`config.mk`:
```
export PLATFORM = sky130hd
export DESIGN_NAME = demux_1x8_dispatch
export DESIGN_NICKNAME = d
export VERILOG_FILES = /design/src/rtl/demux_1x8_dispatch.sv
export SDC_FILE = /design/constraint.sdc
export NUM_CORES = 1
export LEC_CHECK = 0
export CORE_AREA = 2 2 241 243
export DETAILED_ROUTE_END_ITERATION = 10
export DIE_AREA = 0 0 243 245
export GPL_TIMING_DRIVEN = 0
export PLACE_DENSITY = 0.78
export SLEW_MARGIN = 20
export SYNTH_ARGS = -nofsm -noshare
export SYNTH_HDL_FRONTEND = slang
export SYNTH_SLANG_ARGS = --single-unit
```
`constraint.sdc`:
```
create_clock -name clk -period 2.6 [get_ports clk]
set_input_delay 0.39 -clock clk [delete_from_list [all_inputs] [get_ports clk]]
set_output_delay 0.39 -clock clk [all_outputs]
set_load 0.01 [all_outputs]
```
`src/rtl/demux_1x8_dispatch.sv`:
```
// Registered 1-to-8 dispatcher: latches a producer word into the selected one-entry slot,
// and each slot hands its word to its own consumer with valid/ready.
//
// Per-slot state (one instance for each of the 8 slots):
//   state      | meaning
//   SLOT_EMPTY | no undelivered word; out_data holds the last delivered value
//   SLOT_FULL  | holds an undelivered word; out_valid asserted
module demux_1x8_dispatch #(
  parameter int WIDTH = 64,
  parameter int CNT_W = 16
) (
  input  logic               clk,
  input  logic               reset,
  input  logic [WIDTH-1:0]   in_data,
  input  logic [2:0]         in_sel,
  input  logic               in_valid,
  output logic               in_ready,
  output logic [8*WIDTH-1:0] out_data,
  output logic [7:0]         out_valid,
  input  logic [7:0]         out_ready,
  output logic               busy,
  output logic [CNT_W-1:0]   xfer_cnt
);

  typedef enum logic {
    SLOT_EMPTY = 1'b0,
    SLOT_FULL  = 1'b1
  } slot_state_e;

  slot_state_e      state_q [8];
  slot_state_e      state_d [8];
  logic [WIDTH-1:0] data_q  [8];
  logic [WIDTH-1:0] data_d  [8];
  logic [CNT_W-1:0] cnt_q;
  logic [CNT_W-1:0] cnt_d;

  logic       sel_full;
  logic       accept;
  logic [7:0] load;
  logic [7:0] xfer;

  // Only the addressed slot can stall the producer; a draining slot may reload in the same cycle.
  always_comb begin
    sel_full = (state_q[in_sel] == SLOT_FULL);
    in_ready = ~reset & (~sel_full | out_ready[in_sel]);
    accept   = in_valid & in_ready;
    for (int k = 0; k < 8; k++) begin
      load[k] = accept & (in_sel == 3'(k));
      xfer[k] = (state_q[k] == SLOT_FULL) & out_ready[k];
    end
  end

  always_ff @(posedge clk) begin
    if (reset) begin
      for (int k = 0; k < 8; k++) begin
        state_q[k] <= SLOT_EMPTY;
        data_q[k]  <= '0;
      end
      cnt_q <= '0;
    end else begin
      for (int k = 0; k < 8; k++) begin
        state_q[k] <= state_d[k];
        data_q[k]  <= data_d[k];
      end
      cnt_q <= cnt_d;
    end
  end

  always_comb begin
    for (int k = 0; k < 8; k++) begin
      state_d[k] = state_q[k];
      data_d[k]  = data_q[k];
      case (state_q[k])
        SLOT_EMPTY: begin
          if (load[k]) state_d[k] = SLOT_FULL;
        end
        SLOT_FULL: begin
          if (load[k])      state_d[k] = SLOT_FULL;
          else if (xfer[k]) state_d[k] = SLOT_EMPTY;
        end
        default: state_d[k] = SLOT_EMPTY;
      endcase
      if (load[k]) data_d[k] = in_data;
    end
    cnt_d = cnt_q + {{(CNT_W-1){1'b0}}, accept};
  end

  always_comb begin
    for (int k = 0; k < 8; k++) begin
      out_valid[k]                  = (state_q[k] == SLOT_FULL);
      out_data[k*WIDTH +: WIDTH]    = data_q[k];
    end
    busy     = |out_valid;
    xfer_cnt = cnt_q;
  end

endmodule

```
==> results of run 1 <==
Yosys cell counts (6+ instances only):
cell and instances:
xor2_1 6, nand2b_1 580, inv_1 6, buf_12 28
nor2_1 19, mux2i_1 516, buf_4 12, a21oi_1 8
clkbuf_1 70, nor2b_1 6, nand4_1 11, buf_1 65
dfxtp_1 536, buf_6 24
power groups by stage:
stage                     Clock (mW)  Combinational [mW]  Sequential, mW
after global routing            8.35                1.37            8.39
after CTS                       8.02                1.30            8.39
after global placement             0                1.28            8.56
final                           7.90                1.30            8.39
after floorplan                    0               0.597            8.61
after detailed placement           0                1.30            8.57
timing repair:
action                                  in CTS  in global routing
pin swaps                                    4                  2
resized for setup                           12                  2
hold buffers                                 0                  0
buffers inserted                             5                  2
cloned                                       0                  0
endpoints found under the setup margin     225                  8
critical path: stages (launching register included):
cell and delay, ns:
dfxtp_1 0.35, mux4_2 0.52, a22oi_4 0.24, and2_4 0.20, ha_2 0.19, and2_4 0.17
nand4_1 0.10, buf_4 0.18, or3_1 0.31, a21oi_1 0.15
kinds of logic (layout without fill, tap and decap cells):
| family | Yosys count | in the layout | share of synthesized area, % |
|---|---|---|---|
| buffers and inverters | 206 | 920 | 6.73 |
| multiplexers | 518 | 518 | 24.1 |
| AND/OR/NAND/NOR | 643 | 643 | 18.4 |
| AO/OA/AOI/OAI | 19 | 19 | 0.619 |
| flip-flops | 536 | 536 | 49.6 |
| adder cells (fa/ha/maj) | 2 | 2 | 0.116 |
| XOR/XNOR | 11 | 11 | 0.445 |
area by class of cell:
class	instances	share of cell area [%]
plain buffers	196	4.66
clock buffers	74	5.00
clock inverters	25	0.835
inverters	6	0.0737
multi-input cells	1193	31.0
flip-flops and latches	536	35.1
well taps	765	3.13
repair buffers	619	20.2
worst min-delay path by stage:
stage | cells after the start | start | end
after floorplan | 2 | state_q[3] | state_q[3]
after global placement | 2 | data_q[3][124] | data_q[3][124]
after detailed placement | 2 | data_q[1][72] | data_q[1][72]
after CTS | 3 | in_valid | state_q[7]
after global routing | 3 | in_valid | state_q[3]
final | 3 | in_valid | state_q[6]
stage by stage:
stage	hold slack [ns]	util, %	power, mW	setup slack [ns]	setup TNS, ns
4_1_cts	0.204	53.6	17.7	0.00524	0
5_1_grt	0.252	53.6	18.1	0.0295	0
2_1_floorplan	0.468	-	9.20	0.00199	0
3_5_place_dp	0.465	50.4	9.87	-1.08	-313.05
6_report	0.269	53.6	17.6	0.123	0
3_3_place_gp	0.457	50.4	9.84	-1.65	-714.16
flip-flops by register name, indices dropped and copies added, names as in the netlist:
signal    flops
data_q      512
xfer_cnt     16
state_q       8
per-layer routing:
layer / track usage [%] / part of all wire, % / vias to the layer above
met5: 0 / 0 / -
met4: 10.6 / 4.4 / 0
met3: 6.51 / 7.1 / 165
met2: 41.6 / 48 / 629
met1: 28.5 / 40 / 8102
li1: - / - / 7677
==> flow_metrics.tcl, run 1 <==
set metrics [dict create \
    die_y_um 245 \
    cts_made_buffers 55 \
    clock_sinks 536 \
    hold_path.class "in -> reg" \
    max_cap_violations 0 \
    finalSetupViolations 0 \
    layout.nets 2687 \
    place.gp.congestion 0.902 \
    drv_slew 0 \
    worstReg2RegStart "state_q[7]" \
    layout_commonest_cell "clkdlybuf4s50_1" \
    reg2reg_depth 9 \
    design.core.area_um2 57000 \
    mostFrequentLayoutCells "clkdlybuf4s50_1 (610), nand2b_1 (580), dfxtp_1 (534), mux2i_1 (516), clkbuf_1 (73)" \
    syn_area_per_cell_um2 11.2 \
    critPathCaptureType "flip-flop" \
    antenna_left 0 \
    cts_tree "yes" \
    power_density_nw_per_um2 575 \
    drt_iter0_markers 710 \
    worstSetupStartpoint "state_q[7]" \
    p_sw_share_pct 23.4 \
    synth_enable_flop_cells 0 \
    clk_pin_slew_ns 0.06 \
    multi_input_area_um2 9460 \
    fp.dieArea_um2 59500 \
    power_frac_comb_pct 7.4 \
    ys.flop_type "dfxtp_1" \
    leakagePower_nw 12.1 \
    rsz0062_at_grt "false" \
    synthArstFlopShare_pct 0 \
    track_usage_pct 24.3 \
    io_pins 616 \
    placed_area_um2 28700 \
    crit_path_end "xfer_cnt[15]" \
    clockBufferDepth 3 \
    synthCells 1935 \
    p_seq_share_pct 47.7 \
    arrival_ns 3.00 \
    synth_area_leader_cell "dfxtp_1" \
    synth_top_area_share_pct 49.6 \
    grt_pass1_wl_um 110000 \
    hpwl_um 55100 \
    r2r_slack_ns 0.12 \
    wl_per_cell_um 22.0 \
    via_per_inst 4.85 \
    numPlacedInstances 3312 \
    first_pass_iters 4 \
    grt_antenna_before_repair 1 \
    status "complete, no violations" \
    syn-num-nets 2015 \
    cp_max_fo 5 \
    yosysUniqueCellTypes 30 \
    worst_pin_slew_ns 1.07 \
    fillCellCount 4928 \
    numPortBuffers 612 \
    reg2reg_to "xfer_cnt[15]" \
    hold_violations 0 \
    num_vias 16573 \
    power.internal_mw 13.5 \
    drc 0 \
    grt_max_degree 28 \
    max_slew_margin_pct 28.9 \
    required_ns 3.13 \
    yosysSeqAreaShare_pct 49.6 \
    critPathLaunchType "flip-flop" \
    antenna_cells 0 \
    rows 88 \
    synth-seq-cells 536 \
    drt_wl_total_um 75100 \
    grt_overflow 0 \
    vdd_drop_max_mv 0.436 \
    switching_power_mw 4.11 \
    finalCriticalPeriod_ns 2.48 \
    fmax_mhz 404 \
    yosysWarnings 0 \
    syn_area_um2 21600 \
    path_class "reg -> reg" \
    grt_pass1_vias 17422 \
    final_cell_count_no_fill 3414 \
    layout-drive-gt1-share_pct 6.76 \
    finalCritPeriodShare_pct 95.3 \
    power_frac_clock_pct 44.9 \
    initial_core_util_pct 37.9 \
    die_x_um 243 \
    final_cell_area_um2 30600 \
    fin_worst_skew_ns 0.0159 \
    syn2layout_area_growth_pct 41.3 \
    clock_latency_ns 0.60 \
    clock-root-buffer "clkbuf_16" \
    seq_area_um2 10700 \
    synth.area.top_cells "dfxtp_1 (50%), mux2i_1 (24%), nand2b_1 (17%), buf_12 (2.6%), buf_6 (1.2%)" \
    h-tree-depth 2 \
]
No activity file was read; power rests on OpenSTA's default activity.
==> run 2: changes to the inputs <==
- ABC_CLOCK_PERIOD_IN_PS: default -> 2600
- CTS_CLUSTER_SIZE: default -> 16
==> flow_metrics.tcl, run 2 (synthesis gave the netlist of run 1 again) <==
set metrics [dict create \
    die_x_um 243 \
    regMostFlops "data_q" \
    initial_core_util_pct 37.9 \
    drv_slew 0 \
    finalCritPeriodShare_pct 95.3 \
    fin_tns_setup_ns 0 \
    fillCellCount 4928 \
    hold_ws_ns 0.270 \
    first_pass_iters 4 \
    syn2layout_area_growth_pct 41.3 \
    finalCriticalPeriod_ns 2.48 \
    power_density_nw_per_um2 575 \
    reg2reg_to "xfer_cnt[15]" \
    wl_met1_um 30300 \
    path_class "reg -> reg" \
    fp.dieArea_um2 59500 \
    via_per_inst 4.85 \
    cts_hold_buf 0 \
    seq_area_um2 10700 \
    cts_tree "yes" \
    leakagePower_nw 12.1 \
    drt_iter0_markers 723 \
    worstReg2RegStart "state_q[7]" \
    clock_sinks 536 \
    worst_pin_slew_ns 1.04 \
    fin_worst_skew_ns 0.0139 \
    drt_wl_total_um 75000 \
    hold_violations 0 \
    grt_pass1_wl_um 110000 \
    required_ns 3.12 \
    drc 0 \
    finalSetupViolations 0 \
    min_to "state_q[6]" \
    grt_antenna_before_repair 1 \
    grt_overflow 0 \
    max_cap_violations 0 \
    hold_path.class "in -> reg" \
    wl_per_cell_um 22.0 \
    layout_commonest_cell "clkdlybuf4s50_1" \
    die_y_um 245 \
    h-tree-depth 2 \
    rsz0062_at_grt "false" \
    critPathLaunchType "flip-flop" \
    clock-root-buffer "clkbuf_16" \
    holdPathStages 3 \
    multi_input_area_um2 9460 \
    track_usage_pct 24.3 \
    arrival_ns 3.00 \
    rows 88 \
    grt_max_degree 28 \
    wl_met3_um 5360 \
    num_vias 16571 \
    cts_made_buffers 55 \
    met2WireLength_um 36100 \
    io_pins 616 \
    hpwl_um 55100 \
    critPathCaptureType "flip-flop" \
    hold_start "in_valid" \
    fmax_mhz 404 \
    status "complete, no violations" \
    reg2reg_depth 9 \
    largest_reg_flops 512 \
    r2r_slack_ns 0.12 \
    mostFrequentLayoutCells "clkdlybuf4s50_1 (610), nand2b_1 (580), dfxtp_1 (534), mux2i_1 (516), clkbuf_1 (73)" \
    layout.nets 2687 \
    clk_pin_slew_ns 0.06 \
    numPortBuffers 612 \
    cp_max_fo 5 \
    clockBufferDepth 3 \
    place.gp.congestion 0.902 \
    max_slew_margin_pct 30.6 \
    grt_pass1_vias 17449 \
    vdd_drop_max_mv 0.441 \
    clock_latency_ns 0.59 \
    antenna_left 0 \
    top_layer_used "met4" \
    layout-drive-gt1-share_pct 6.76 \
    antenna_cells 0 \
    design.core.area_um2 57000 \
]
## run 2: cell type report
| cell class | count | area share [%] |
|---|---|---|
| clock inverters | 25 | 0.835 |
| clock buffers | 74 | 5.00 |
| plain buffers | 196 | 4.66 |
| multi-input cells | 1193 | 31.0 |
| well taps | 765 | 3.13 |
| repair buffers | 619 | 20.2 |
| flip-flops and latches | 536 | 35.1 |
| inverters | 6 | 0.0737 |
## run 2: stage by stage
stage | instance area [µm²] | setup WS (ns) | total power, mW | util (%) | std cells
6_report | 30600 | 0.122 | 17.6 | 53.6 | 3414
5_1_grt | 30600 | 0.0295 | 18.1 | 53.6 | 3414
4_1_cts | 30500 | 0.00524 | 17.7 | 53.6 | 3413
3_5_place_dp | 28700 | -1.08 | 9.87 | 50.4 | 3312
3_3_place_gp | 28700 | -1.65 | 9.84 | 50.4 | 3312
2_1_floorplan | 21600 | 0.00199 | 9.20 | - | 1935
## run 2: worst max-delay path by stage
stage	start	endpoint	slack, ns	cells after the start
2_1_floorplan	in_sel[1]	xfer_cnt[15]	0.002	11
3_3_place_gp	reset	data_q[0][2]	-1.65	6
3_5_place_dp	reset	in_ready	-1.08	6
4_1_cts	state_q[3]	xfer_cnt[15]	0.005	9
5_1_grt	state_q[3]	xfer_cnt[11]	0.03	9
6_report	state_q[7]	xfer_cnt[15]	0.12	9
## run 2: power by group
group	leakage [nW]	switching, mW	internal, mW
Combinational	6.89	0.674	0.622
Clock	0.879	3.35	4.53
Sequential	4.33	0.0667	8.32
Total	12.1	4.09	13.5
## run 2: critical path, cell delays in order, from the launching register on
cell     delay, ns
dfxtp_1       0.35
mux4_2        0.52
a22oi_4       0.24
and2_4        0.20
ha_2          0.19
and2_4        0.17
nand4_1       0.10
buf_4         0.18
or3_1         0.31
a21oi_1       0.15
## run 2: layer usage
metal  vias to the layer above  GRT usage (%)
met3                       163           6.49
li1                       7675              -
met4                         0           10.6
met5                         -              0
met1                      8102           28.5
met2                       631           41.6
## run 2: timing repair
item | CTS | global route
pin swaps | 4 | 2
gates resized for setup | 12 | 2
buffers inserted | 5 | 2
endpoints found under the setup margin | 225 | 8
